[config.mk]
export PLATFORM = sky130hd
export DESIGN_NAME = approx_mult_pipe
export DESIGN_NICKNAME = d
export VERILOG_FILES = /design/src/rtl/approx_mult_pkg.sv /design/src/rtl/split_pp_gen.sv /design/src/rtl/approx_mult_pipe.sv
export SDC_FILE = /design/constraint.sdc
export NUM_CORES = 1
export LEC_CHECK = 0
export BUFFER_PORTS_ARGS = -buffer_cell sky130_fd_sc_hd__buf_2
export CORE_MARGIN = 2
export CORE_UTILIZATION = 54
export DETAILED_ROUTE_END_ITERATION = 8
export HOLD_SLACK_MARGIN = 0.02
export MAX_ROUTING_LAYER = met4
export PLACE_DENSITY = 0.89
export SYNTH_ARGS = -nofsm -noshare
export SYNTH_HDL_FRONTEND = slang
export SYNTH_HIERARCHICAL = 1
export SYNTH_SLANG_ARGS = --single-unit
[constraint.sdc]
create_clock -name clk -period 3.5 [get_ports clk]
set_clock_uncertainty 0.2 [all_clocks]
set_input_delay 0.175 -clock clk [delete_from_list [all_inputs] [get_ports clk]]
set_output_delay 0.175 -clock clk [all_outputs]
set_load 0.01 [all_outputs]
[src/rtl/approx_mult_pkg.sv]
// Width helpers and the reference product for the split-field approximate multiplier.
// The approximate result drops only the low x low sub-product.
package approx_mult_pkg;

  localparam int REF_W = 32;

  function automatic int hi_w(input int width, input int split);
    return width - split;
  endfunction

  function automatic int prod_w(input int width);
    return 32'sd2 * width;
  endfunction

  function automatic int cross_w(input int width, input int split);
    return hi_w(width, split) + split + 32'sd1;
  endfunction

  // Operands up to REF_W bits; split selects the low-field width.
  function automatic logic [2*REF_W-1:0] ref_prod(input logic [REF_W-1:0] a,
                                                  input logic [REF_W-1:0] b,
                                                  input int split,
                                                  input logic approx);
    logic [REF_W-1:0]   mask;
    logic [2*REF_W-1:0] full;
    logic [2*REF_W-1:0] ll;
    mask = ~(32'hFFFF_FFFF << split);
    full = {{REF_W{1'b0}}, a} * {{REF_W{1'b0}}, b};
    ll   = {{REF_W{1'b0}}, a & mask} * {{REF_W{1'b0}}, b & mask};
    if (approx) begin
      return full - ll;
    end else begin
      return full;
    end
  endfunction

endpackage

[src/rtl/split_pp_gen.sv]
// Splits both operands into high/low fields and forms the four sub-products.
module split_pp_gen
  import approx_mult_pkg::*;
#(
  parameter  int WIDTH = 8,
  parameter  int SPLIT = 3,
  localparam int H     = hi_w(WIDTH, SPLIT)
) (
  input  logic [WIDTH-1:0]   i_a,
  input  logic [WIDTH-1:0]   i_b,
  input  logic               i_approx,
  output logic [2*H-1:0]     o_pp_hh,
  output logic [H+SPLIT-1:0] o_pp_hl,
  output logic [H+SPLIT-1:0] o_pp_lh,
  output logic [2*SPLIT-1:0] o_pp_ll
);

  logic [H-1:0]     w_a_h;
  logic [H-1:0]     w_b_h;
  logic [SPLIT-1:0] w_a_l;
  logic [SPLIT-1:0] w_b_l;

  assign w_a_h = i_a[WIDTH-1:SPLIT];
  assign w_b_h = i_b[WIDTH-1:SPLIT];
  assign w_a_l = i_a[SPLIT-1:0];
  assign w_b_l = i_b[SPLIT-1:0];

  // Operands are zero-extended to the product width so no carry is lost.
  always_comb begin
    o_pp_hh = {{H{1'b0}}, w_a_h} * {{H{1'b0}}, w_b_h};
    o_pp_hl = {{SPLIT{1'b0}}, w_a_h} * {{H{1'b0}}, w_b_l};
    o_pp_lh = {{H{1'b0}}, w_a_l} * {{SPLIT{1'b0}}, w_b_h};
    if (i_approx) begin
      o_pp_ll = {(2*SPLIT){1'b0}};
    end else begin
      o_pp_ll = {{SPLIT{1'b0}}, w_a_l} * {{SPLIT{1'b0}}, w_b_l};
    end
  end

endmodule

[src/rtl/approx_mult_pipe.sv]
// Two-stage elastic split multiplier: stage 1 holds sub-products, stage 2 the
// recombined product; each stage advances when its successor can take data.
module approx_mult_pipe
  import approx_mult_pkg::*;
#(
  parameter int WIDTH = 8,
  parameter int SPLIT = 3,
  parameter int TAG_W = 4
) (
  input  logic               clk,
  input  logic               rst,
  input  logic               in_valid,
  output logic               in_ready,
  input  logic [WIDTH-1:0]   in_a,
  input  logic [WIDTH-1:0]   in_b,
  input  logic               in_approx,
  input  logic [TAG_W-1:0]   in_tag,
  output logic               out_valid,
  input  logic               out_ready,
  output logic [2*WIDTH-1:0] out_p,
  output logic [TAG_W-1:0]   out_tag,
  output logic               out_approx
);

  localparam int H  = hi_w(WIDTH, SPLIT);
  localparam int PW = prod_w(WIDTH);
  localparam int CW = cross_w(WIDTH, SPLIT);

  logic [2*H-1:0]     w_pp_hh;
  logic [H+SPLIT-1:0] w_pp_hl;
  logic [H+SPLIT-1:0] w_pp_lh;
  logic [2*SPLIT-1:0] w_pp_ll;
  logic [CW-1:0]      w_cross;
  logic [PW-1:0]      w_sum;
  logic               w_s2_adv;
  logic               w_s1_adv;
  logic               w_in_xfer;

  logic               r_v1;
  logic [2*H-1:0]     r_pp_hh;
  logic [H+SPLIT-1:0] r_pp_hl;
  logic [H+SPLIT-1:0] r_pp_lh;
  logic [2*SPLIT-1:0] r_pp_ll;
  logic [TAG_W-1:0]   r_tag1;
  logic               r_approx1;
  logic               r_v2;
  logic [PW-1:0]      r_p;
  logic [TAG_W-1:0]   r_tag2;
  logic               r_approx2;

  split_pp_gen #(
    .WIDTH (WIDTH),
    .SPLIT (SPLIT)
  ) u_pp_gen (
    .i_a      (in_a),
    .i_b      (in_b),
    .i_approx (in_approx),
    .o_pp_hh  (w_pp_hh),
    .o_pp_hl  (w_pp_hl),
    .o_pp_lh  (w_pp_lh),
    .o_pp_ll  (w_pp_ll)
  );

  // Ready depends only on occupancy and out_ready, never on in_valid.
  always_comb begin
    w_s2_adv  = ~r_v2 | out_ready;
    w_s1_adv  = ~r_v1 | w_s2_adv;
    w_in_xfer = in_valid & w_s1_adv;
  end

  assign in_ready = w_s1_adv;

  // Cross terms carry a guard bit so their sum cannot overflow before alignment.
  always_comb begin
    w_cross = {1'b0, r_pp_hl} + {1'b0, r_pp_lh};
    w_sum   = ({{(PW-2*H){1'b0}}, r_pp_hh} << (2*SPLIT))
            + ({{(PW-CW){1'b0}}, w_cross} << SPLIT)
            + {{(PW-2*SPLIT){1'b0}}, r_pp_ll};
  end

  always_ff @(posedge clk) begin
    if (rst) begin
      r_v1 <= 1'b0;
    end else if (w_s1_adv) begin
      r_v1 <= in_valid;
    end
  end

  // Stage-1 payload is qualified by r_v1, so it needs no reset.
  always_ff @(posedge clk) begin
    if (w_in_xfer) begin
      r_pp_hh   <= w_pp_hh;
      r_pp_hl   <= w_pp_hl;
      r_pp_lh   <= w_pp_lh;
      r_pp_ll   <= w_pp_ll;
      r_tag1    <= in_tag;
      r_approx1 <= in_approx;
    end
  end

  always_ff @(posedge clk) begin
    if (rst) begin
      r_v2      <= 1'b0;
      r_p       <= {PW{1'b0}};
      r_tag2    <= {TAG_W{1'b0}};
      r_approx2 <= 1'b0;
    end else if (w_s2_adv) begin
      r_v2 <= r_v1;
      if (r_v1) begin
        r_p       <= w_sum;
        r_tag2    <= r_tag1;
        r_approx2 <= r_approx1;
      end
    end
  end

  assign out_valid  = r_v2;
  assign out_p      = r_p;
  assign out_tag    = r_tag2;
  assign out_approx = r_approx2;

endmodule

==> summary.txt <==
Status
  • Outcome: finished clean

Placement
  • DP HPWL: 6667 µm
  • Setup WS pre-CTS: -57.60 ps
  • Placed insts: 587
  • GP Congestion: 0.8102
  • Count of input and output buffers: 47

GRT
  • Tot GR Track Use: 22.00%
  • Global route overflow: 0
  • Initial antenna violation count: 0
  • Global-route wire length before repair: 14690 µm
  • Pin count of the biggest net entering global routing: 38
  • Vias in the first global route: 3306

Logic synthesis
  • Unique masters post-synth: 47
  • Synth top area share: 25.45%
  • Cells after synthesis: 437
  • Post-synth EDFFs: 37
  • Syn_nets: 537
  • Syn avg cell area: 9.990 µm²
  • Post-synthesis async set-or-reset flop share: 0%
  • Sequential share of the synthesized area: 36.00%
  • Yosys Warn Count: 6
  • Most used DFF post-synth: edfxtp_1
  • Register bit total from synthesis: 60
  • Mapped cell area: 4365 µm²
  • Dominant cells by area after synthesis: edfxtp_1, ha_1, dfxtp_1
  • Cell taking the most area after synthesis: edfxtp_1

Timing
  • Unrepaired setup endpoints after global routing: no
  • Slew Limit Fails: 0
  • Setup ws final: 265.7 ps
  • Slew @ Worst Pin: 615.4 ps
  • Final Hold Vio Count: 0
  • Endpoints failing setup: 0
  • Hold slack: 45.94 ps
  • Fmax: 309.2 MHz
  • Min cycle time layout: 3234 ps
  • Tcrit/Tclk final: 92.41%
  • Sum Neg Setup Slack: 0 ps
  • Max-slew headroom: 58.98%

Setup path
  • Crit path buffers/inverters: 1
  • Crit path top cell by count: ha_1
  • R2R depth: 13
  • Worst path top cell family by delay: compound AO/OA/AOI/OAI gates
  • Critical path depth: 13
  • Crit path max-delay cell type: ha_1
  • Crit-path cells: ha_1 > inv_1 > fa_1 > nor2b_1 > o21ai_1 > a21boi_2 > o31a_1 > o22a_1 > ha_1 > nand2_1 > a211o_1 > a21o_1 > a2111oi_2
  • Crit Path Class: reg2reg
  • Worst-path fanout max: 7
  • WP data required: 3530 ps
  • CP Launch Type: register
  • CP Data Arrival Time: 3270 ps
  • CP peak stage delay: 380 ps
  • Crit path capture type: register

Detailed routing
  • TritonRoute pass-1 iters: 5
  • Post-route antenna net violation count: 0
  • DR vias: 3269
  • Drt total wl: 8561 µm
  • Routed WL per cell: 13.99 µm
  • Vias/cell: 5.342
  • # DRC: 0
  • Initial DRC count: 112

Clocking
  • Clock-pin slew on the worst setup and hold paths: 70 ps
  • CTS Buf Count: 9
  • Clk buf depth: 2
  • Clock sink total: 60
  • H-tree depth: 3
  • CTS Root Cell: clkbuf_8
  • CTS tree: built
  • Post-CTS Setup Repair Bufs: 0
  • Clock latency at the later pin of the worst-skew pair: 340 ps

Cells and area
  • Most frequent cells in the layout: nand2_1, ha_1, buf_2
  • Layout Utilization: 64.76%
  • N_diodes: 0
  • Layout area overhead: 15.22%
  • Register Area: 1572 µm²
  • Layout cell share with drive strength beyond 1: 16.27%
  • Nets: 605
  • Fill cell count: 633
  • Final non-filler cell total: 612
  • Commonest non-fill, non-tap cell in the layout: nand2_1
  • Multi-input gate area: 2608 µm²

Run
  • Max-cap violations: 0

Power and ir drop
  • Net Sw Frac: 34.25%
  • Static Leak: 0.002357 µW
  • Max rail drop VDD: 0.0002099 V
  • Internal power: 1590 µW
  • Clock share of power: 24.5%
  • Combinational share of power: 38.2%
  • Cell Pwr Density: 480.8 nW/µm²
  • Switching power: 828.4 µW
  • Seq pwr share: 37.3%

Floorplanning
  • Chip height: 93.91 µm
  • Initial Util: 56.20%
  • IO Pins: 48
  • CORE AREA: 7767 µm²
  • Die Width: 93.91 µm
  • Die area: 8819 µm²
  • Row cnt: 32

Worst hold path
  • Hold Path Class: in2reg
  • Worst Hold Depth: 2
[layer usage]
metal | track usage (%) | routed length [µm] | vias up
met5 | - | 0 | -
met1 | 25.48 | 3694 | 1554
li1 | - | - | 1630
met3 | 4.655 | 365 | 9
met4 | 7.971 | 99 | 0
met2 | 37.80 | 4401 | 76
[power by group through the flow]
stage	Sequential, µW	Clock (µW)	Combinational [µW]
after floorplan	921	0	673
after global placement	912	0	858
after detailed placement	917	0	901
after CTS	903	607	918
after global routing	912	645	1040
final	903	592	924
[sequential cells by signal (all words and copies together), names as in the netlist]
name and cells:
r_v1 1, r_tag1 4, r_pp_ll 6, out_tag 4, r_approx1 1, r_pp_lh 8
out_approx 1, r_pp_hl 8, out_p 16, r_pp_hh 10, out_valid 1
[cell usage after synthesis (2+ instances only)]
cell,instances
a211o_1,2
a211oi_1,4
a21o_1,10
a21o_2,2
a21oi_1,33
a21oi_2,2
a22o_1,2
and2_1,37
and3_1,2
buf_6,3
clkbuf_1,4
dfxtp_1,23
edfxtp_1,37
fa_1,21
ha_1,54
inv_1,37
nand2_1,62
nand2b_1,3
nand3_1,3
nand3b_1,2
nand4_1,2
nor2_1,24
nor2b_1,10
nor3_1,2
nor3b_1,2
o21a_1,4
o21ai_0,8
o21bai_1,2
o31ai_1,3
xnor2_1,18
xor2_1,3
[stage by stage]
| stage | area (µm²) | total power [µW] |
|---|---|---|
| 2_1_floorplan | 4365 | 1594 |
| 3_3_place_gp | 4742 | 1770 |
| 3_5_place_dp | 4742 | 1819 |
| 4_1_cts | 5024 | 2428 |
| 5_1_grt | 5030 | 2596 |
| 6_report | 5030 | 2419 |
[cell type report]
cell class | count | share of cell area [%]
clock buffer | 9 | 2.463
clock inverter | 7 | 1.343
inverter | 37 | 2.761
multi-input combinational | 332 | 51.84
sequential | 60 | 31.24
tap | 102 | 2.537
timing repair buffer | 65 | 7.811
[repair_timing]
action / 4_1_cts / 5_1_grt
endpoints found under the hold margin: 15 / 0
endpoints found under the setup margin: 0 / 5
resized for setup: 0 / 4
hold buffers: 9 / 0
[cells by family after synthesis]
group	Yosys count	synth area share, %
mux	1	0.2293
compound gates	83	13.16
flops	60	36.00
fa+ha+maj	75	25.11
xor+xnor	21	4.213
buf+inv	45	4.414
simple gates	152	16.88
[path summary, 6_finish.rpt]
check | start | end | slack, ps
min | in_b[3] | r_pp_lh[0] | 50
max | r_pp_hl[0] | out_p[14] | 270
max reg2reg | r_pp_hl[0] | out_p[14] | 270
min reg2reg | out_p[12] | out_p[12] | 250
Power figures use the tool's default switching activity.
